`config.mk`:
```
export PLATFORM = sky130hd
export DESIGN_NAME = div_ctrl_flat
export DESIGN_NICKNAME = d
export VERILOG_FILES = /design/src/rtl/div_ctrl_if.sv /design/src/rtl/div_ctrl.sv /design/src/flat_wrapper.sv
export SDC_FILE = /design/constraint.sdc
export NUM_CORES = 1
export LEC_CHECK = 0
export CORE_UTILIZATION = 47
export CTS_BUF_LIST = sky130_fd_sc_hd__clkbuf_4 sky130_fd_sc_hd__clkbuf_8 sky130_fd_sc_hd__clkbuf_16
export DETAILED_ROUTE_END_ITERATION = 7
export DONT_BUFFER_PORTS = 1
export GPL_TIMING_DRIVEN = 0
export PLACE_DENSITY = 0.7
export SYNTH_ARGS = -nofsm -noshare
export SYNTH_HDL_FRONTEND = slang
export SYNTH_SLANG_ARGS = --single-unit
```
`constraint.sdc`:
```
create_clock -name clk -period 6.93 [get_ports clk]
set_clock_uncertainty 0.2 [all_clocks]
set_input_delay 0 -clock clk [delete_from_list [all_inputs] [get_ports clk]]
set_output_delay 0 -clock clk [all_outputs]
set_load 0.02 [all_outputs]
```
`src/rtl/div_ctrl_if.sv`:
```
// Handshake and operand bundle between the execute stage and the RV32M divide sequencer.
interface div_ctrl_if #(
   parameter int XLEN = 32
);
   logic            div_start;
   logic [2:0]      div_op;
   logic [XLEN-1:0] rs1_val;
   logic [XLEN-1:0] rs2_val;
   logic [4:0]      rd_in;
   logic            flush;
   logic            busy;
   logic            stall;
   logic            done;
   logic [XLEN-1:0] result;
   logic [4:0]      rd_out;
   logic            div_reg_write;

   modport master (
      output div_start, div_op, rs1_val, rs2_val, rd_in, flush,
      input  busy, stall, done, result, rd_out, div_reg_write
   );

   modport slave (
      input  div_start, div_op, rs1_val, rs2_val, rd_in, flush,
      output busy, stall, done, result, rd_out, div_reg_write
   );
endinterface

```
`src/rtl/div_ctrl.sv`:
```
// RV32M DIV/DIVU/REM/REMU sequencer: 32-step restoring divide with sign/special-case fixup.
// Optional macro DIV_FAST_PATH_EN: divide-by-zero and signed overflow skip the RUN phase.
module div_ctrl #(
   parameter int XLEN  = 32,
   parameter int CNT_W = 6
) (
   input logic       clk,
   input logic       rst_n,
   div_ctrl_if.slave bus
);

   typedef enum logic [1:0] {IDLE, RUN, FIX, DONE} state_t;

   localparam logic [CNT_W-1:0] CNT_LAST = CNT_W'(XLEN - 1);
   localparam logic [XLEN-1:0]  INT_MIN  = {1'b1, {(XLEN-1){1'b0}}};

   state_t          state;
   state_t          state_next;
   logic [CNT_W-1:0] cnt;
   logic [XLEN-1:0] dvd;
   logic [XLEN-1:0] dvs;
   logic [XLEN-1:0] rem;
   logic [XLEN-1:0] dividend_raw;
   logic [XLEN-1:0] result_q;
   logic [4:0]      rd_q;
   logic            is_rem_q;
   logic            q_neg_q;
   logic            r_neg_q;
   logic            dvs_zero_q;
   logic            ovf_q;

   logic            op_signed;
   logic            op_rem;
   logic            start_zero;
   logic            start_ovf;
   logic            start_accept;
   logic [XLEN-1:0] rs1_abs;
   logic [XLEN-1:0] rs2_abs;
   logic [XLEN-1:0] rem_shift;
   logic [XLEN:0]   diff;
   logic            step_ge;
   logic [XLEN-1:0] fix_result;

   // Unlisted funct3 codes fall through to DIVU because neither flag is set.
   assign op_signed    = (bus.div_op == 3'b100) || (bus.div_op == 3'b110);
   assign op_rem       = (bus.div_op == 3'b110) || (bus.div_op == 3'b111);
   assign start_zero   = (bus.rs2_val == '0);
   assign start_ovf    = op_signed && (bus.rs1_val == INT_MIN) && (bus.rs2_val == '1);
   assign start_accept = (state == IDLE) && bus.div_start && !bus.flush;
   assign rs1_abs      = (op_signed && bus.rs1_val[XLEN-1]) ? -bus.rs1_val : bus.rs1_val;
   assign rs2_abs      = (op_signed && bus.rs2_val[XLEN-1]) ? -bus.rs2_val : bus.rs2_val;

   // The extra top bit of the subtraction is the borrow: clear means rem_shift >= dvs.
   assign rem_shift = {rem[XLEN-2:0], dvd[XLEN-1]};
   assign diff      = {1'b0, rem_shift} - {1'b0, dvs};
   assign step_ge   = ~diff[XLEN];

   always_comb begin
      fix_result = '0;
      if (dvs_zero_q) begin
         fix_result = is_rem_q ? dividend_raw : '1;
      end else if (ovf_q) begin
         fix_result = is_rem_q ? '0 : INT_MIN;
      end else if (is_rem_q) begin
         fix_result = r_neg_q ? -rem : rem;
      end else begin
         fix_result = q_neg_q ? -dvd : dvd;
      end
   end

   always_ff @(posedge clk) begin
      if (!rst_n) begin
         state <= IDLE;
      end else begin
         state <= state_next;
      end
   end

   always_comb begin
      state_next = state;
      case (state)
         IDLE: begin
            if (start_accept) begin
`ifdef DIV_FAST_PATH_EN
               state_next = (start_zero || start_ovf) ? FIX : RUN;
`else
               state_next = RUN;
`endif
            end
         end
         RUN: begin
            if (bus.flush) begin
               state_next = IDLE;
            end else if (cnt == CNT_LAST) begin
               state_next = FIX;
            end
         end
         FIX: begin
            state_next = bus.flush ? IDLE : DONE;
         end
         DONE: begin
            state_next = IDLE;
         end
         default: begin
            state_next = IDLE;
         end
      endcase
   end

   // Quotient bits are shifted into the low end of dvd as the dividend bits leave the top.
   always_ff @(posedge clk) begin
      if (!rst_n) begin
         cnt          <= '0;
         dvd          <= '0;
         dvs          <= '0;
         rem          <= '0;
         dividend_raw <= '0;
         result_q     <= '0;
         rd_q         <= '0;
         is_rem_q     <= 1'b0;
         q_neg_q      <= 1'b0;
         r_neg_q      <= 1'b0;
         dvs_zero_q   <= 1'b0;
         ovf_q        <= 1'b0;
      end else begin
         case (state)
            IDLE: begin
               if (start_accept) begin
                  is_rem_q     <= op_rem;
                  q_neg_q      <= op_signed && (bus.rs1_val[XLEN-1] ^ bus.rs2_val[XLEN-1]);
                  r_neg_q      <= op_signed && bus.rs1_val[XLEN-1];
                  dvs_zero_q   <= start_zero;
                  ovf_q        <= start_ovf;
                  dividend_raw <= bus.rs1_val;
                  dvd          <= rs1_abs;
                  dvs          <= rs2_abs;
                  rem          <= '0;
                  cnt          <= '0;
                  rd_q         <= bus.rd_in;
               end
            end
            RUN: begin
               if (!bus.flush) begin
                  rem <= step_ge ? diff[XLEN-1:0] : rem_shift;
                  dvd <= {dvd[XLEN-2:0], step_ge};
                  cnt <= cnt + CNT_W'(1);
               end
            end
            FIX: begin
               if (!bus.flush) begin
                  result_q <= fix_result;
               end
            end
            default: begin
            end
         endcase
      end
   end

   assign bus.busy          = (state != IDLE);
   assign bus.stall         = (bus.div_start && (state == IDLE)) || (state == RUN) || (state == FIX);
   assign bus.done          = (state == DONE);
   assign bus.result        = result_q;
   assign bus.rd_out        = rd_q;
   assign bus.div_reg_write = (state == DONE) && (rd_q != 5'd0);

endmodule

```
`src/flat_wrapper.sv`:
```
// flat-port wrapper written by rule: the top's interface ports become plain ports
module div_ctrl_flat 
#(
   parameter int XLEN  = 32,
   parameter int CNT_W = 6
)
  (clk, rst_n, bus_div_start, bus_div_op, bus_rs1_val, bus_rs2_val, bus_rd_in, bus_flush, bus_busy, bus_stall, bus_done, bus_result, bus_rd_out, bus_div_reg_write);
  div_ctrl_if #(.XLEN(XLEN)) bus_i ();
  input logic clk;
  input logic rst_n;
  input wire logic [$bits(bus_i.div_start)-1:0] bus_div_start;
  input wire logic [$bits(bus_i.div_op)-1:0] bus_div_op;
  input wire logic [$bits(bus_i.rs1_val)-1:0] bus_rs1_val;
  input wire logic [$bits(bus_i.rs2_val)-1:0] bus_rs2_val;
  input wire logic [$bits(bus_i.rd_in)-1:0] bus_rd_in;
  input wire logic [$bits(bus_i.flush)-1:0] bus_flush;
  output wire logic [$bits(bus_i.busy)-1:0] bus_busy;
  output wire logic [$bits(bus_i.stall)-1:0] bus_stall;
  output wire logic [$bits(bus_i.done)-1:0] bus_done;
  output wire logic [$bits(bus_i.result)-1:0] bus_result;
  output wire logic [$bits(bus_i.rd_out)-1:0] bus_rd_out;
  output wire logic [$bits(bus_i.div_reg_write)-1:0] bus_div_reg_write;
  assign bus_i.div_start = bus_div_start;
  assign bus_i.div_op = bus_div_op;
  assign bus_i.rs1_val = bus_rs1_val;
  assign bus_i.rs2_val = bus_rs2_val;
  assign bus_i.rd_in = bus_rd_in;
  assign bus_i.flush = bus_flush;
  assign bus_busy = bus_i.busy;
  assign bus_stall = bus_i.stall;
  assign bus_done = bus_i.done;
  assign bus_result = bus_i.result;
  assign bus_rd_out = bus_i.rd_out;
  assign bus_div_reg_write = bus_i.div_reg_write;
  div_ctrl #(.XLEN(XLEN), .CNT_W(CNT_W)) u_core (.clk(clk), .rst_n(rst_n), .bus(bus_i));
endmodule
```
==> metrics, run 1 <==
result of the run=finished, violations left; violations in the final reports=DRC; Post-Place Setup Slack=2.50 ns; area share of the largest cell type after synthesis=30.3%; synthesized area per cell=7.50 sq um; startpoint of the worst register-to-register path=u_core.dvd[31]$_SDFFE_PN0P_; total wire length after detailed routing=44.1 mm; detailed placer's ending HPWL=32.3 mm; routed via count=12700; transition time at the pin with the least slew margin=0.971 ns; mean number of vias per cell=6.25; placement row count=57; Mapped Cells=1565; Yosys Warn Count=0; top post-synthesis cells by area=sky130_fd_sc_hd__dfxtp_1 30%, sky130_fd_sc_hd__nand2_1 6.8%, sky130_fd_sc_hd__o21ai_0 6.1%; top fanout value on the critical path=10; number of max-slew violations in the final report=0; IO buf count=0; final clock period utilization by the worst path=67.2%; required time reported for the critical path endpoint=7.10 ns; Pleak=0.00503 uW; Horiz. Die Dim=160 microns; Final Total Pwr=2620 uW; Max Freq=215 MHz; global-route congestion overflow total=0; most numerous cell types in the synthesized netlist=212 x sky130_fd_sc_hd__nand2_1, 178 x sky130_fd_sc_hd__dfxtp_1, 149 x sky130_fd_sc_hd__nor2_1, 143 x sky130_fd_sc_hd__o21ai_0, 102 x sky130_fd_sc_hd__a21oi_1; CTS buffer count=17; CTS max path bufs=2; Total GRT Usage=34.2%; share of layout cells above drive strength 1=2.86%; die footprint=25600 sq um; I/O Pins=117; power density over the cells=188 nW/um^2; post-route minimum period=4.66 ns; Resize count post-CTS=0; buffer count from post-CTS setup fixing=0; initial antenna violation count=1; reg-to-reg critical path endpoint=u_core.rem[31]$_SDFFE_PN0P_; synthesized net count=1681; DRC marker count from the first detailed-route iteration=1551; DRT Pass-1 Iters=8; later-pin clock latency in the skew report=0.45 ns; maximum capacitance violations=0; clock-pin transition on the worst setup and hold timing paths=0.07 ns; initial core utilization=48.1%; synthesized flop and latch total=178; final antenna-violating net count=0; dominant cell type by area after synthesis=sky130_fd_sc_hd__dfxtp_1; final count of hold timing violations=0; worst voltage drop across the vdd grid=0.155 mV; number of flops mapped to enable cells by yosys=0; critical path class=register to register; clock tree sinks=178; setup TNS after final layout=0 ns; first-pass GRT wire length=68.1 mm; startpoint class of the critical path=register; fin worst setup slack=2.27 ns; max_slew headroom=34.4%; startpoint of the worst hold path=bus_flush; net count of the finished layout=1820; DRC violations left=2; CTS tree=done; summed area of non-filler cells in the final layout=13900 sq um; depth of the worst register-to-register path=14; area of the core=24400 sq um; share of synthesized area occupied by flip-flops and latches=30.3%; via count of the first global-routing pass=11800; kind of capture point of the worst setup path=register; min-delay worst type=input pin to register; H-tree levels=4; async set or reset register ratio after synthesis=0%; FF-to-FF setup slack=2.27 ns; Cell Area, Placed=12100 sq um; data arrival at the endpoint of the critical path=4.82 ns; Synth-to-Final Area Change=18.5%; cell chosen for the clock root=sky130_fd_sc_hd__clkbuf_16; number of different library cells in the post-synthesis netlist=65; RSZ-0062 raised after global routing=no; Critical Path Start=u_core.dvd[31]$_SDFFE_PN0P_; dominant synthesized flop cell=sky130_fd_sc_hd__dfxtp_1; timing endpoint of the critical path=u_core.rem[31]$_SDFFE_PN0P_; count of inserted antenna diode cells=0; leading cell type by number of instances after synthesis=sky130_fd_sc_hd__nand2_1; number of setup violations in the final report=0; final RePlAce weighted congestion=0.990; average wire length per cell after detail routing=21.6 microns; maximum number of pins on one net before global-route repair=17; Die Y=160 microns; combined area of all synthesized cells=11700 sq um
cell families (layout without fill, tap and decap cells):
kind of cell,count (synthesis),after routing,share of synthesized area (%)
flops,178,178,30.3
mux,33,33,2.83
compound gates,483,483,26.2
fa+ha+maj,40,40,4.33
buf+inv,155,304,4.99
xor+xnor,144,144,10.7
simple gates,532,532,20.6
registers in the layout, summed over array words and instances (netlist names):
signal and flops:
u_core.bus.rd_out 5, u_core.bus.result 32, u_core.cnt 6, u_core.dividend_raw 32
u_core.dvd 32, u_core.dvs 32, u_core.dvs_zero_q 1, u_core.is_rem_q 1
u_core.ovf_q 1, u_core.q_neg_q 1, u_core.r_neg_q 1, u_core.rem 32
u_core.state 2
worst min path at each step:
| stage | endpoint | slack, ns | cells after the start |
|---|---|---|---|
| floorplan | u_core.dvs[0]$_SDFFE_PN0P_ | -0.06 | 2 |
| global placement | u_core.bus.rd_out[3]$_SDFFE_PN0P_ | -0.06 | 2 |
| detailed placement | u_core.dvs[0]$_SDFFE_PN0P_ | -0.06 | 2 |
| CTS | u_core.bus.result[1]$_SDFFE_PN0P_ | 0.006 | 4 |
| global route | u_core.bus.rd_out[2]$_SDFFE_PN0P_ | 0.05 | 3 |
| finish | u_core.bus.result[1]$_SDFFE_PN0P_ | 0.02 | 4 |
area by class of cell:
class                           instances  area (sq um)
Clock buffer                           20           460
Fill cell                            2271         10500
Sequential cell                       178          3560
Multi-Input combinational cell       1232          7590
Inverter                               53           199
Buffer                                102           387
Timing Repair Buffer                  120          1200
Clock inverter                          9           110
Tap cell                              324           405
routing by layer:
layer  wire, microns  track usage [%]  share of wire [%]  vias up
met1           18700             47.8                 42     5945
met2           19100             51.9                 43      801
met3            4960             7.43                 11      114
li1                -                -                  -     5873
met5               0                0                  0        -
met4            1330             11.5                3.0        0
power breakdown:
group          internal (uW)  switching, uW  total (uW)
clock                    548            435         982
combinational            211            318         530
sequential              1060           43.1        1100
through the flow:
step                      instances  hold WS, ns  utilization, %
after floorplan                1565      -0.0640               -
after global placement         1889      -0.0620            49.8
after detailed placement       1889      -0.0554            49.8
after CTS                      2038      0.00586            57.1
after global routing           2038       0.0503            57.1
final                          2038       0.0191            57.1
what timing repair did:
item,4_1_cts,5_1_grt
setup endpoints to repair,0,0
endpoints found under the hold margin,136,0
hold buffers,120,0
cells in the final DEF (no fill, tap or decap), drive strengths merged, types with 42 or more instances in the layout:
cell,n
nand2,212
dfxtp,178
nor2,149
o21ai,144
dlygate4sd3,120
clkbuf,116
a21oi,102
xnor2,80
xor2,64
inv,52
a21boi,42
worst max-delay path: stages (launching register included):
cell and delay [ns]:
sky130_fd_sc_hd__dfxtp_1 0.38, sky130_fd_sc_hd__inv_1 0.11, sky130_fd_sc_hd__ha_1 0.24, sky130_fd_sc_hd__fa_1 0.42, sky130_fd_sc_hd__nand2b_1 0.19, sky130_fd_sc_hd__a21oi_1 0.26, sky130_fd_sc_hd__o311ai_0 0.36, sky130_fd_sc_hd__o211ai_1 0.30
sky130_fd_sc_hd__a21oi_1 0.16, sky130_fd_sc_hd__o311ai_0 0.31, sky130_fd_sc_hd__a21o_1 0.16, sky130_fd_sc_hd__clkbuf_1 0.39, sky130_fd_sc_hd__buf_1 0.68, sky130_fd_sc_hd__nand2_1 0.19, sky130_fd_sc_hd__o21ai_0 0.22
Note: power is estimated with default switching activity, not from simulation.
==> run 2: changes to the inputs <==
==> constraint.sdc (replaced) <==
create_clock -name clk -period 4.8 [get_ports clk]
set_clock_uncertainty 0.2 [all_clocks]
set_input_delay 0 -clock clk [delete_from_list [all_inputs] [get_ports clk]]
set_output_delay 0 -clock clk [all_outputs]
set_load 0.02 [all_outputs]
==> run 2 against run 1 <==
Net effect: the run now ends clean; sequential power grew 45%; largest cell class unchanged; final area is essentially flat; first-iteration DRC count grew 3.0%; global-route usage is the same; final cell count unchanged; highest routed layer unchanged; wire length about the same; critical path depth down 3; clock power up 45%; die area stayed put; sequential share of layout area is essentially flat; largest power group unchanged; worst setup slack worse by 1.9 ns; total power grew 44%.
==> metrics, run 2 (same netlist as run 1, synthesis figures left out) <==
buffer count from post-CTS setup fixing=0; routed via count=12700; highest-count cells in the layout ignoring fill and taps=212 x sky130_fd_sc_hd__nand2_1, 178 x sky130_fd_sc_hd__dfxtp_1, 149 x sky130_fd_sc_hd__nor2_1; CTS tree=done; number of max-slew violations in the final report=0; Die Y=160 microns; top fanout value on the critical path=5; transition time at the pin with the least slew margin=0.943 ns; first-pass GRT wire length=68.1 mm; final clock period utilization by the worst path=93.1%; Synth-to-Final Area Change=18.6%; critical path class=input pin to register; summed area of non-filler cells in the final layout=13900 sq um; DRC marker count from the first detailed-route iteration=1597; startpoint class of the critical path=input pin; placed cell count=1889; average wire length per cell after detail routing=21.6 microns; DRC violations left=0; placement row count=57; max_slew headroom=36.3%; CTS max path bufs=2; startpoint of the worst hold path=bus_flush; DRT Pass-1 Iters=6; Crit path max-delay family=simple AND/OR/NAND/NOR gates; kind of capture point of the worst setup path=register; I/O Pins=117; later-pin clock latency in the skew report=0.45 ns; IO buf count=0; fin util=57.1%; data arrival at the endpoint of the critical path=4.60 ns; post-route minimum period=4.47 ns; total wire length after detailed routing=44.1 mm; commonest non-fill, non-tap cell in the layout=sky130_fd_sc_hd__nand2_1; Critical Path Start=bus_rs2_val[4]; worst voltage drop across the vdd grid=0.225 mV; via count of the first global-routing pass=11800; Hold Crit Depth=4; mean number of vias per cell=6.21; Horiz. Die Dim=160 microns; final antenna-violating net count=0; initial core utilization=48.1%; RSZ-0062 raised after global routing=no; critical path's most frequent cell=sky130_fd_sc_hd__dlygate4sd3_1; clock tree sinks=178; share of layout cells above drive strength 1=2.98%; die footprint=25600 sq um; global-route congestion overflow total=0; highest cell delay on the worst timing path=0.69 ns; Final Total Pwr=3770 uW; maximum number of pins on one net before global-route repair=17; setup TNS after final layout=0 ns; number of buffers and inverters on the critical path=3; result of the run=finished clean; power density over the cells=271 nW/um^2; min-delay worst type=input pin to register; Max Freq=224 MHz; H-tree levels=4; area of the core=24400 sq um; startpoint of the worst register-to-register path=u_core.dvd[31]$_SDFFE_PN0P_; cell with the biggest individual delay on the critical path=sky130_fd_sc_hd__nor4_1; count of inserted antenna diode cells=0; Total GRT Usage=34.2%; WP depth=11; final RePlAce weighted congestion=0.990; CTS buffer count=17; required time reported for the critical path endpoint=4.93 ns; net count of the finished layout=1820; depth of the worst register-to-register path=14; final count of hold timing violations=0; number of standard cells in the final layout excluding fillers=2038; maximum capacitance violations=0; worst-path cell chain=dlygate4sd3_1 > nor4_1 > nand2_1 > nor3b_1 > nand2_1 > nor4_2 > a21oi_1 > xnor2_1 > dlygate4sd3_1 > o22ai_1 > dlygate4sd3_1; initial antenna violation count=1; Cell Area, Placed=12100 sq um; Pleak=0.00504 uW; detailed placer's ending HPWL=32.3 mm; number of setup violations in the final report=0; clock-pin transition on the worst setup and hold timing paths=0.07 ns; cell chosen for the clock root=sky130_fd_sc_hd__clkbuf_16
run 2: cell count changes in the layout (fill, tap and decap cells not counted), sizes merged:
cell / delta
buf: -1
clkbuf: +1
run 2: what timing repair did:
item,4_1_cts,5_1_grt
gates resized for setup,0,2
hold buffers,120,0
endpoints found under the hold margin,136,0
endpoints found under the setup margin,0,12
run 2: area by class of cell:
type / instances / area, sq um
buffer: 102 / 388
clock buffer: 20 / 460
clock inverter: 9 / 110
fill: 2270 / 10500
inverter: 53 / 199
multi-input combinational: 1232 / 7600
sequential: 178 / 3560
tap: 324 / 405
timing repair buffer: 120 / 1200
run 2: power by group:
part	total, uW	switching (uW)	internal (uW)
Clock	1420	625	791
Combinational	764	459	305
Sequential	1590	62.8	1530
Total	3770	1150	2630
run 2: worst paths after layout:
check | endpoint | slack [ns]
max reg2reg | u_core.rem[31]$_SDFFE_PN0P_ | 0.43
min reg2reg | u_core.dvs[15]$_SDFFE_PN0P_ | 0.26
max | u_core.dvs[29]$_SDFFE_PN0P_ | 0.33
min | u_core.bus.result[1]$_SDFFE_PN0P_ | 0.008
run 2: stage by stage:
step / hold WS, ns / worst slack, ns
floorplan: -0.0640 / 1.29
global placement: -0.0620 / 0.425
detailed placement: -0.0554 / 0.371
CTS: 0.00586 / 0.331
global route: 0.0503 / 0.109
finish: 0.00766 / 0.332
run 2: worst min-delay path, stage by stage:
cell	delay, ns
sky130_fd_sc_hd__or2_2	0.14
sky130_fd_sc_hd__clkbuf_1	0.27
sky130_fd_sc_hd__a21oi_1	0.11
sky130_fd_sc_hd__nor2b_1	0.10
run 2: per-layer routing:
metal | GRT usage [%] | part of all wire (%) | wire, microns | up-vias
li1 | - | - | - | 5865
met2 | 51.9 | 43 | 19100 | 749
met3 | 7.43 | 11 | 4980 | 106
met1 | 47.8 | 42 | 18700 | 5931
met4 | 11.5 | 3.0 | 1320 | 0
met5 | 0 | 0 | 0 | -
